--- src/rtl/bits_pkg.sv ---
// ---------------------------------------------------------------------------
// bits_pkg
// Shared constants and state type for the BITS packet parser.
//   TYPE_LITERAL  : packet type ID of a literal-value packet
//   HDR_BITS      : version + type field width
//   OPR_LEN0_BITS : operator header with 15-bit bit-length field
//   OPR_LEN1_BITS : operator header with 11-bit sub-packet count field
//   LIT_WINDOW    : width of the literal window handed to number_top
//   MIN_PKT_BITS  : smallest possible packet; fewer trailing bits are padding
// ---------------------------------------------------------------------------
package bits_pkg;

    localparam logic [2:0]  TYPE_LITERAL  = 3'd4;
    localparam int unsigned HDR_BITS      = 6;
    localparam int unsigned OPR_LEN0_BITS = 22;
    localparam int unsigned OPR_LEN1_BITS = 18;
    localparam int unsigned LIT_WINDOW    = 80;
    localparam int unsigned GROUP_BITS    = 5;
    localparam int unsigned MIN_PKT_BITS  = 11;

    typedef enum logic [1:0] {
        ST_IDLE = 2'd0,
        ST_HDR  = 2'd1,
        ST_LIT  = 2'd2,
        ST_DONE = 2'd3
    } state_e;

endpackage

--- src/rtl/bit_buffer.sv ---
// ---------------------------------------------------------------------------
// bit_buffer
// MSB-aligned bit queue: bits_o[BUF_W-1] is the next unread bit, the queue
// holds cnt_o bits and everything below them is zero.
//   clk_i      : clock
//   rst_i      : synchronous active-high reset (clears bits and count)
//   push_i     : append nibble_i this cycle
//   nibble_i   : 4 bits to append, MSB first
//   consume_i  : number of bits to drop from the head this cycle
//   bits_o     : buffer contents
//   cnt_o      : number of valid bits
// ---------------------------------------------------------------------------
module bit_buffer
    import bits_pkg::*;
#(
    parameter int unsigned BUF_W = 128,
    localparam int unsigned CNT_W = $clog2(BUF_W + 1)
) (
    input  logic             clk_i,
    input  logic             rst_i,
    input  logic             push_i,
    input  logic [3:0]       nibble_i,
    input  logic [6:0]       consume_i,
    output logic [BUF_W-1:0] bits_o,
    output logic [CNT_W-1:0] cnt_o
);

    logic [BUF_W-1:0] bits_q, bits_d;
    logic [CNT_W-1:0] cnt_q, cnt_d;
    logic [CNT_W-1:0] cons_ext;
    logic [CNT_W-1:0] cons_eff;
    logic [CNT_W-1:0] base;
    logic [BUF_W-1:0] nib_ext;

    always_comb begin
        cons_ext = CNT_W'(consume_i);
        // Underrun after the last nibble: dropping more bits than are held
        // just empties the queue; the shift already supplies zeros.
        cons_eff = (cons_ext > cnt_q) ? cnt_q : cons_ext;
        base     = cnt_q - cons_eff;
        nib_ext  = {nibble_i, {(BUF_W-4){1'b0}}};
        bits_d   = bits_q << consume_i;
        cnt_d    = base;
        if (push_i) begin
            // New nibble lands directly behind the bits surviving this cycle.
            bits_d = bits_d | (nib_ext >> base);
            cnt_d  = base + CNT_W'(4);
        end
    end

    always_ff @(posedge clk_i) begin
        if (rst_i) begin
            bits_q <= '0;
            cnt_q  <= '0;
        end else begin
            bits_q <= bits_d;
            cnt_q  <= cnt_d;
        end
    end

    assign bits_o = bits_q;
    assign cnt_o  = cnt_q;

endmodule

--- src/rtl/bits_packet_parser.sv ---
// ---------------------------------------------------------------------------
// bits_packet_parser
// Accepts a BITS transmission one hex nibble per cycle, walks packet headers,
// hands 80-bit literal windows to number_top and drops the consumed groups.
//   clk, resetB          : clock, synchronous active-high reset
//   in_nibble/valid/last : nibble stream input, in_ready is the handshake
//   numberFromBits       : literal window (zero outside LIT)
//   enable               : literal strobe to number_top
//   validNibbles         : group-valid chain returned by number_top
//   pkt_hdr_valid        : header decode pulse
//   pkt_version/type/len_type/len : registered header fields
//   lit_groups           : group count of the last literal
//   version_sum          : running version sum (mod 2^16)
//   done                 : transmission fully parsed, sticky
// ---------------------------------------------------------------------------
module bits_packet_parser
    import bits_pkg::*;
#(
    parameter int unsigned BUF_W = 128
) (
    input  logic        clk,
    input  logic        resetB,
    input  logic [3:0]  in_nibble,
    input  logic        in_valid,
    input  logic        in_last,
    output logic        in_ready,
    output logic [79:0] numberFromBits,
    output logic        enable,
    input  logic [15:0] validNibbles,
    output logic        pkt_hdr_valid,
    output logic [2:0]  pkt_version,
    output logic [2:0]  pkt_type,
    output logic        pkt_len_type,
    output logic [14:0] pkt_len,
    output logic [4:0]  lit_groups,
    output logic [15:0] version_sum,
    output logic        done
);

    localparam int unsigned CNT_W = $clog2(BUF_W + 1);

    state_e           state_q, state_d;
    logic             ended_q;
    logic [2:0]       version_q;
    logic [2:0]       type_q;
    logic             len_type_q;
    logic [14:0]      len_q;
    logic [4:0]       lit_groups_q;
    logic [15:0]      version_sum_q;

    logic [BUF_W-1:0] bits;
    logic [CNT_W-1:0] cnt;
    logic             accept;
    logic             pad_end;
    logic             hdr_go;
    logic             lit_go;
    logic [2:0]       hdr_ver;
    logic [2:0]       hdr_type;
    logic             hdr_l;
    logic [4:0]       grp_cnt;
    logic [6:0]       consume;

    function automatic logic [4:0] popcount16(input logic [15:0] v);
        logic [4:0] c;
        c = '0;
        for (int unsigned i = 0; i < 16; i++) begin
            c = c + 5'(v[i]);
        end
        return c;
    endfunction

    bit_buffer #(
        .BUF_W (BUF_W)
    ) u_bit_buffer (
        .clk_i     (clk),
        .rst_i     (resetB),
        .push_i    (accept),
        .nibble_i  (in_nibble),
        .consume_i (consume),
        .bits_o    (bits),
        .cnt_o     (cnt)
    );

    assign in_ready = (state_q != ST_DONE) && (cnt <= CNT_W'(BUF_W - 4));
    assign accept   = in_valid & in_ready;

    assign hdr_ver  = bits[BUF_W-1 -: 3];
    assign hdr_type = bits[BUF_W-4 -: 3];
    assign hdr_l    = bits[BUF_W-7];
    assign grp_cnt  = popcount16(validNibbles);

    always_comb begin
        // Once the stream has ended, a tail too short for any packet (or all
        // zero) is hex padding rather than another header.
        pad_end = ended_q && ((cnt < CNT_W'(MIN_PKT_BITS)) || (bits == '0));
        hdr_go  = (state_q == ST_HDR) && !pad_end &&
                  ((cnt >= CNT_W'(OPR_LEN0_BITS)) || ended_q);
        lit_go  = (state_q == ST_LIT) &&
                  ((cnt >= CNT_W'(LIT_WINDOW)) || ended_q);

        consume = '0;
        if (hdr_go) begin
            if (hdr_type == TYPE_LITERAL) begin
                consume = 7'(HDR_BITS);
            end else if (hdr_l) begin
                consume = 7'(OPR_LEN1_BITS);
            end else begin
                consume = 7'(OPR_LEN0_BITS);
            end
        end else if (lit_go) begin
            consume = 7'(grp_cnt) * 7'(GROUP_BITS);
        end
    end

    always_comb begin
        state_d = state_q;
        case (state_q)
            ST_IDLE: if (accept) state_d = ST_HDR;
            ST_HDR: begin
                if (pad_end) begin
                    state_d = ST_DONE;
                end else if (hdr_go && (hdr_type == TYPE_LITERAL)) begin
                    state_d = ST_LIT;
                end
            end
            ST_LIT:  if (lit_go) state_d = ST_HDR;
            ST_DONE: state_d = ST_DONE;
            default: state_d = ST_IDLE;
        endcase
    end

    always_ff @(posedge clk) begin
        if (resetB) begin
            state_q       <= ST_IDLE;
            ended_q       <= 1'b0;
            version_q     <= '0;
            type_q        <= '0;
            len_type_q    <= 1'b0;
            len_q         <= '0;
            lit_groups_q  <= '0;
            version_sum_q <= '0;
        end else begin
            state_q <= state_d;
            if (accept && in_last) begin
                ended_q <= 1'b1;
            end
            if (hdr_go) begin
                version_q     <= hdr_ver;
                type_q        <= hdr_type;
                version_sum_q <= version_sum_q + 16'(hdr_ver);
                if (hdr_type == TYPE_LITERAL) begin
                    len_type_q <= 1'b0;
                    len_q      <= '0;
                end else begin
                    len_type_q <= hdr_l;
                    len_q      <= hdr_l ? {4'b0000, bits[BUF_W-8 -: 11]}
                                        : bits[BUF_W-8 -: 15];
                end
            end
            if (lit_go) begin
                lit_groups_q <= grp_cnt;
            end
        end
    end

    assign numberFromBits = (state_q == ST_LIT) ? bits[BUF_W-1 -: 80] : '0;
    assign enable         = lit_go;
    assign pkt_hdr_valid  = hdr_go;
    assign pkt_version    = version_q;
    assign pkt_type       = type_q;
    assign pkt_len_type   = len_type_q;
    assign pkt_len        = len_q;
    assign lit_groups     = lit_groups_q;
    assign version_sum    = version_sum_q;
    assign done           = (state_q == ST_DONE);

endmodule

--- config.mk ---
export PLATFORM = sky130hd
export DESIGN_NAME = bits_packet_parser
export DESIGN_NICKNAME = d
export VERILOG_FILES = /design/src/rtl/bits_pkg.sv /design/src/rtl/bit_buffer.sv /design/src/rtl/bits_packet_parser.sv
export SDC_FILE = /design/constraint.sdc
export NUM_CORES = 1
export LEC_CHECK = 0
export CAP_MARGIN = 40
export CORE_MARGIN = 4
export CORE_UTILIZATION = 30
export CTS_BUF_LIST = sky130_fd_sc_hd__clkbuf_16
export DETAILED_ROUTE_END_ITERATION = 8
export PLACE_DENSITY = 0.55
export SLEW_MARGIN = 25
export SYNTH_ARGS = -nofsm -noshare
export SYNTH_HDL_FRONTEND = slang
export SYNTH_SLANG_ARGS = --single-unit
export TNS_END_PERCENT = 1
--- constraint.sdc ---
create_clock -name clk -period 14.1 [get_ports clk]
set_input_delay 3.525 -clock clk [delete_from_list [all_inputs] [get_ports clk]]
set_output_delay 3.525 -clock clk [all_outputs]
set_load 0.02 [all_outputs]
==> flow_metrics.env, run 1 <==
export IMPL_start_util_pct=30.3
export IMPL_grt_antenna_before_repair=5
export IMPL_finalSetupViolCount=0
export IMPL_top_usage_layer="met2"
export IMPL_r2r_setup_slack_ns=6.17
export IMPL_status="completed"
export IMPL_rsz0062_at_grt="false"
export IMPL_syn_area_per_cell_um2=7.63
export IMPL_grt_max_degree=82
export IMPL_r2r_end="u_bit_buffer.bits_o[116]"
export IMPL_cp_end_kind="flip-flop"
export IMPL_fin_crit_sh_pct=89.0
export IMPL_arrival_ns=12.92
export IMPL_r2r_start="ended_q"
export IMPL_use_met3_pct=8.46
export IMPL_max_clock_freq_ghz=0.0797
export IMPL_skew_ns=0.0211
export IMPL_pre_cts_slack_ns=1.17
export IMPL_coreArea_um2=60200
export IMPL_drt_iter0_drc=3298
export IMPL_worstSetupPathDepth=35
export IMPL_drive_gt1_share_pct=7.88
export IMPL_htree_levels=4
export IMPL_hold_path_cell_count=2
export IMPL_grt_overflow_total=0
export IMPL_slowest_delay_ns=0.54
export IMPL_num_vias=21487
export IMPL_maxSlewHeadroom_pct=30.4
export IMPL_power_frac_comb_pct=77.6
export IMPL_final_max_slew_viol_count=0
export IMPL_mostFrequentLayoutCell="mux2i_1"
export IMPL_synth_area_um2=18200
export IMPL_use_met1_pct=40.4
export IMPL_async_flop_share_pct=0
export IMPL_drt_drc_violations_left=0
export IMPL_die_area_um2=64800
export IMPL_crit_family="adder cells"
export IMPL_synth_cells=2388
export IMPL_required_ns=14.48
export IMPL_cpMostUsedCell="fa_1"
export IMPL_cts_root_buffer="clkbuf_16"
export IMPL_seqPwrFrac_pct=14.4
export IMPL_met2_usage_pct=48.6
export IMPL_drt_antenna_violating_nets=0
export IMPL_p_clk_share_pct=8.0
export IMPL_gp_congestion=1.07
export IMPL_critical_path_class="primary input to flip-flop"
export IMPL_syn_to_final_growth_pct=16.6
export IMPL_vdd_drop_max_v=0.000177
export IMPL_clock_latency_ns=0.54
export IMPL_grt_usage_pct=32.0
export IMPL_holdPathEnd="lit_groups[4]"
export IMPL_wl_mm=108
export IMPL_clock_path_buffers=2
export IMPL_period_minus_slack_ns=12.55
export IMPL_clk_pin_slew_ns=0.08
export IMPL_drt_first_pass_iters=7
export IMPL_maxCapViolCount=0
export IMPL_power_leakage_nw=8.50
export IMPL_worst_slew_pin_slew_ns=1.04
export IMPL_synth_edf_count=0
export IMPL_p_int_w=0.00257
export IMPL_std_cell_rows=90
export IMPL_yosys_warnings=0
export IMPL_hp_class="flip-flop to flip-flop"
export IMPL_die_w_um=255
export IMPL_report_final_hold_viol_count=0
export IMPL_ys_ff_latch=182
export IMPL_cp_start_kind="primary input"
export IMPL_power_switching_w=0.00430
export IMPL_cp_slowest_cell="fa_1"
export IMPL_switching_share_pct=62.6
export IMPL_io_buffers=150
export IMPL_io_pins=151
export IMPL_power_density_nw_per_um2=324
export IMPL_dpl_hpwl_mm=81.2
export IMPL_critical_path_buf_inv_count=6
export IMPL_ys_seq_area_share_pct=20.0
export IMPL_cts_buffers=17
export IMPL_reg2reg_depth=29
export IMPL_grt_pass1_wl_mm=150
export IMPL_routedWlPerCell_um=33.5
export IMPL_nets=2490
export IMPL_clkSinkCount=182
export IMPL_synth_fp_nets=2454
export IMPL_die_h_um=255
export IMPL_fin_ws_ns=1.55
export IMPL_yosys_cell_types_count=84
export IMPL_regArea_um2=3640
export IMPL_cp_max_fo=13
export IMPL_tns_ns=0
export IMPL_viasPerCell=6.67
export IMPL_cts_resized_gates=0
export IMPL_layout_common_cells="mux2i_1 (357), nor2_1 (298), dfxtp_1 (182)"
export IMPL_grt_pass1_vias=20245
export IMPL_hp_start="lit_groups[4]"
export IMPL_multi_input_area_um2=13500
export IMPL_total_power_w=0.00688
export IMPL_post_cts_buffers=0
export IMPL_synth_main_ff_cell="dfxtp_1"
export IMPL_cts_tree="yes"
export IMPL_cts_hold_buffers=0
export IMPL_fill_cells=6309
sequential cells by signal, summed over array words and instances (netlist names):
name and flops:
state_q 2, pkt_version 3, u_bit_buffer.cnt_o 8, pkt_len 15, pkt_len_type 1, lit_groups 5
version_sum 16, ended_q 1, u_bit_buffer.bits_o 128, pkt_type 3
area by class of cell:
cell class | count | share of cell area, %
clock buffers | 17 | 2.00
flip-flops and latches | 182 | 17.1
diodes | 2 | 0.0236
clock inverters | 15 | 0.971
multi-input cells | 1933 | 63.5
inverters | 48 | 0.901
repair buffers | 242 | 10.8
well taps | 782 | 4.60
logic make-up after synthesis:
logic type / Yosys count / share of synthesized area, %
and+or+nand+nor: 765 / 19.3
AOI/OAI and AO/OA: 709 / 27.9
muxes: 385 / 21.4
buffers and inverters: 273 / 6.46
DFF: 182 / 20.0
adders and majority gates: 42 / 3.42
xor gates and xnor gates: 32 / 1.54
layer usage:
layer  wire (um)  part of all wire [%]  up-vias
li1            -                     -     9102
met1       42500                    39    10522
met2       46600                    43     1504
met3       10800                    10      359
met4        8200                   7.6        0
met5           0                     0        -
worst min-delay path, delay by kind of cell (launching register included):
family | cells | cell delay [ns]
and+or+nand+nor | 1 | 0.05
AOI/OAI and AO/OA | 1 | 0.05
DFF | 1 | 0.31
per-stage QoR:
| step | hold slack (ns) | util, % | cells | cell area [um2] |
|---|---|---|---|---|
| final | 0.455 | 35.3 | 3221 | 21300 |
| after global routing | 0.482 | 35.3 | 3219 | 21200 |
| after CTS | 0.459 | 35.2 | 3216 | 21200 |
| after detailed placement | 0.448 | 34.2 | 3184 | 20600 |
| after global placement | 0.442 | 33.8 | 3167 | 20400 |
| after floorplan | 0.469 | - | 2388 | 18200 |
synth_stat cells, types with 20 or more instances:
library cell,n,area [um2]
clkbuf_1,122,458
a221o_1,93,931
o32ai_1,30,263
o21ai_0,60,300
o21ai_1,22,110
nand2_1,178,668
dfxtp_1,182,3640
mux2i_1,358,3580
o22ai_1,163,1020
and2_1,97,607
nor2_1,301,1130
a211oi_1,20,150
a22oi_1,49,368
nor4_1,36,225
nand3_1,30,150
a21oi_1,107,536
o22a_1,23,201
buf_2,44,220
nor3_1,64,320
inv_1,43,161
ha_1,29,363
buf_1,38,143
mux2_2,24,270
worst max path at each step:
stage,from,end,slack [ns]
finish,validNibbles[5],u_bit_buffer.bits_o[116],1.55
CTS,validNibbles[5],u_bit_buffer.bits_o[116],1.74
detailed placement,validNibbles[5],u_bit_buffer.bits_o[116],1.17
global placement,validNibbles[11],u_bit_buffer.bits_o[116],1.19
floorplan,validNibbles[11],u_bit_buffer.bits_o[96],1.52
global route,validNibbles[5],u_bit_buffer.bits_o[116],0.98
power by group through the flow:
stage	clock (W)	sequential, W	combinational [W]
after CTS	0.000557	0.000972	0.00507
after detailed placement	0	0.000983	0.00505
final	0.000549	0.000992	0.00534
after global placement	0	0.000985	0.00502
after global routing	0.000571	0.00100	0.00545
after floorplan	0	0.000822	0.00302
(Power assumes the default switching activity.)
==> inputs of run 2 (changes only) <==
Settings changed: CORE_MARGIN 4 to not set, DONT_BUFFER_PORTS set to 1, PLACE_DENSITY 0.55 to 0.52.
==> run 2 against run 1 <==
  * Setup slack gained 0.21 ns
  * Flip-flop and latch count unchanged
  * Clock power about the same
  * Count of clock-buffer cells in the layout did not move
  * Maximum frequency is 1.7% higher
  * Register-to-register slack got worse by 0.21 ns
  * Critical path depth shrank 4
  * Largest cell class unchanged
  * Largest power group unchanged
==> flow_metrics.env, run 2 (same netlist as run 1, synthesis figures left out) <==
export IMPL_final_cell_count_no_fill=3053
export IMPL_htree_levels=4
export IMPL_crit_start="validNibbles[11]"
export IMPL_cpMostUsedCell="fa_1"
export IMPL_power_density_nw_per_um2=345
export IMPL_grt_usage_pct=34.1
export IMPL_arrival_ns=12.67
export IMPL_hp_class="flip-flop to flip-flop"
export IMPL_power_switching_w=0.00425
export IMPL_drive_gt1_share_pct=8.03
export IMPL_drt_antenna_violating_nets=0
export IMPL_io_pins=151
export IMPL_final_max_slew_viol_count=0
export IMPL_p_clk_share_pct=8.1
export IMPL_cts_hold_buffers=0
export IMPL_cts_buffers=17
export IMPL_dr_max_layer_used="met5"
export IMPL_grt_overflow_total=0
export IMPL_maxSlewHeadroom_pct=33.1
export IMPL_clkSinkCount=182
export IMPL_dpl_hpwl_mm=81.4
export IMPL_tns_ns=0
export IMPL_cts_resized_gates=0
export IMPL_seqPwrFrac_pct=14.9
export IMPL_finalSetupViolCount=0
export IMPL_num_vias=20636
export IMPL_drt_drc_violations_left=0
export IMPL_cts_root_buffer="clkbuf_16"
export IMPL_die_area_um2=61800
export IMPL_regArea_um2=3640
export IMPL_io_buffers=0
export IMPL_max_clock_freq_ghz=0.0811
export IMPL_cp_end_kind="flip-flop"
export IMPL_clock_path_buffers=2
export IMPL_largest_reg_flops=128
export IMPL_nets=2332
export IMPL_report_final_hold_viol_count=0
export IMPL_fill_cells=6371
export IMPL_mostFrequentLayoutCell="mux2i_1"
export IMPL_wl_met3_mm=10.4
export IMPL_maxCapViolCount=0
export IMPL_gp_congestion=1.05
export IMPL_grt_pass1_vias=19536
export IMPL_r2r_start="u_bit_buffer.bits_o[127]"
export IMPL_die_h_um=249
export IMPL_coreArea_um2=59600
export IMPL_hold_slack_ns=0.524
export IMPL_p_int_w=0.00250
export IMPL_grt_antenna_before_repair=3
export IMPL_fin_crit_sh_pct=87.5
export IMPL_drt_first_pass_iters=6
export IMPL_slowest_delay_ns=0.98
export IMPL_viasPerCell=6.76
export IMPL_layout_common_cells="mux2i_1 (358), nor2_1 (298), dfxtp_1 (182)"
export IMPL_multi_input_area_um2=13500
export IMPL_start_util_pct=30.6
export IMPL_cp_start_kind="primary input"
export IMPL_met2_length_mm=46.1
export IMPL_wl_met1_mm=44.1
export IMPL_grt_pass1_wl_mm=151
export IMPL_required_ns=14.44
export IMPL_std_cell_rows=89
export IMPL_routedWlPerCell_um=35.6
export IMPL_die_w_um=249
export IMPL_cts_tree="yes"
export IMPL_cp_max_fo=19
export IMPL_post_cts_buffers=0
export IMPL_placedCellCount=3015
export IMPL_status="completed"
export IMPL_syn_to_final_growth_pct=7.47
export IMPL_power_leakage_nw=7.92
export IMPL_vdd_drop_max_v=0.000171
export IMPL_cp_slowest_cell="fa_1"
export IMPL_grt_max_degree=154
export IMPL_period_minus_slack_ns=12.33
export IMPL_hp_start="state_q[1]"
export IMPL_power_frac_comb_pct=77.0
export IMPL_clock_latency_ns=0.53
export IMPL_critical_path_class="primary input to flip-flop"
export IMPL_clk_pin_slew_ns=0.09
export IMPL_worst_slew_pin_slew_ns=1.00
export IMPL_rsz0062_at_grt="false"
export IMPL_drt_iter0_drc=2847
export IMPL_switching_share_pct=62.9
export IMPL_skew_ns=0.0178
export IMPL_wl_mm=109
-- run 2: cell types whose count changed in the layout (fill, tap and decap cells not counted), moves of 3 or more --
cell / before / now
clkdlybuf4s50_1: 149 / 0
buf_12: 4 / 1
clkinv_8: 3 / 6
buf_2: 7 / 4
inv_12: 0 / 4
buf_8: 4 / 0
-- run 2: worst max-delay path, delay by kind of cell --
kind            cells  cell delay (ns)
simple gates        6             0.90
buf+inv             4             0.31
compound gates      9             2.23
fa+ha+maj          12             5.66
-- run 2: metrics by stage --
step	setup slack, ns	instance area [um2]	utilization, %	total power, W
after floorplan	1.52	18200	-	0.00385
after global placement	1.39	18900	31.7	0.00594
after detailed placement	1.31	18900	31.8	0.00594
after CTS	1.86	19600	32.8	0.00650
after global routing	1.40	19600	32.9	0.00694
final	1.77	19600	32.9	0.00675
-- run 2: layout make-up --
type,count,share of cell area [%]
Multi-Input combinational cell,1933,68.9
Antenna cell,1,0.0128
Sequential cell,182,18.6
Tap cell,773,4.94
Timing Repair Buffer,84,3.35
Clock inverter,15,1.09
Inverter,48,0.977
Clock buffer,17,2.17
-- run 2: final timing paths --
check	to	slack, ns	cells after the start
max reg2reg	u_bit_buffer.bits_o[71]	5.96	27
min	state_q[1]	0.52	2
max	u_bit_buffer.bits_o[71]	1.77	31
min reg2reg	state_q[1]	0.52	2
-- run 2: per-layer routing --
metal  vias up  track usage (%)
met5         -            0.927
met1     10199             43.4
met3       324             8.03
met2      1351             51.2
li1       8756                -
met4         6             22.7
-- run 2: power by group through the flow --
stage / registers, W / logic, W / clock network [W]
2_1_floorplan: 0.000822 / 0.00302 / 0
3_3_place_gp: 0.000999 / 0.00495 / 0
3_5_place_dp: 0.00100 / 0.00494 / 0
4_1_cts: 0.000989 / 0.00496 / 0.000553
5_1_grt: 0.00101 / 0.00535 / 0.000569
6_report: 0.00101 / 0.00520 / 0.000548
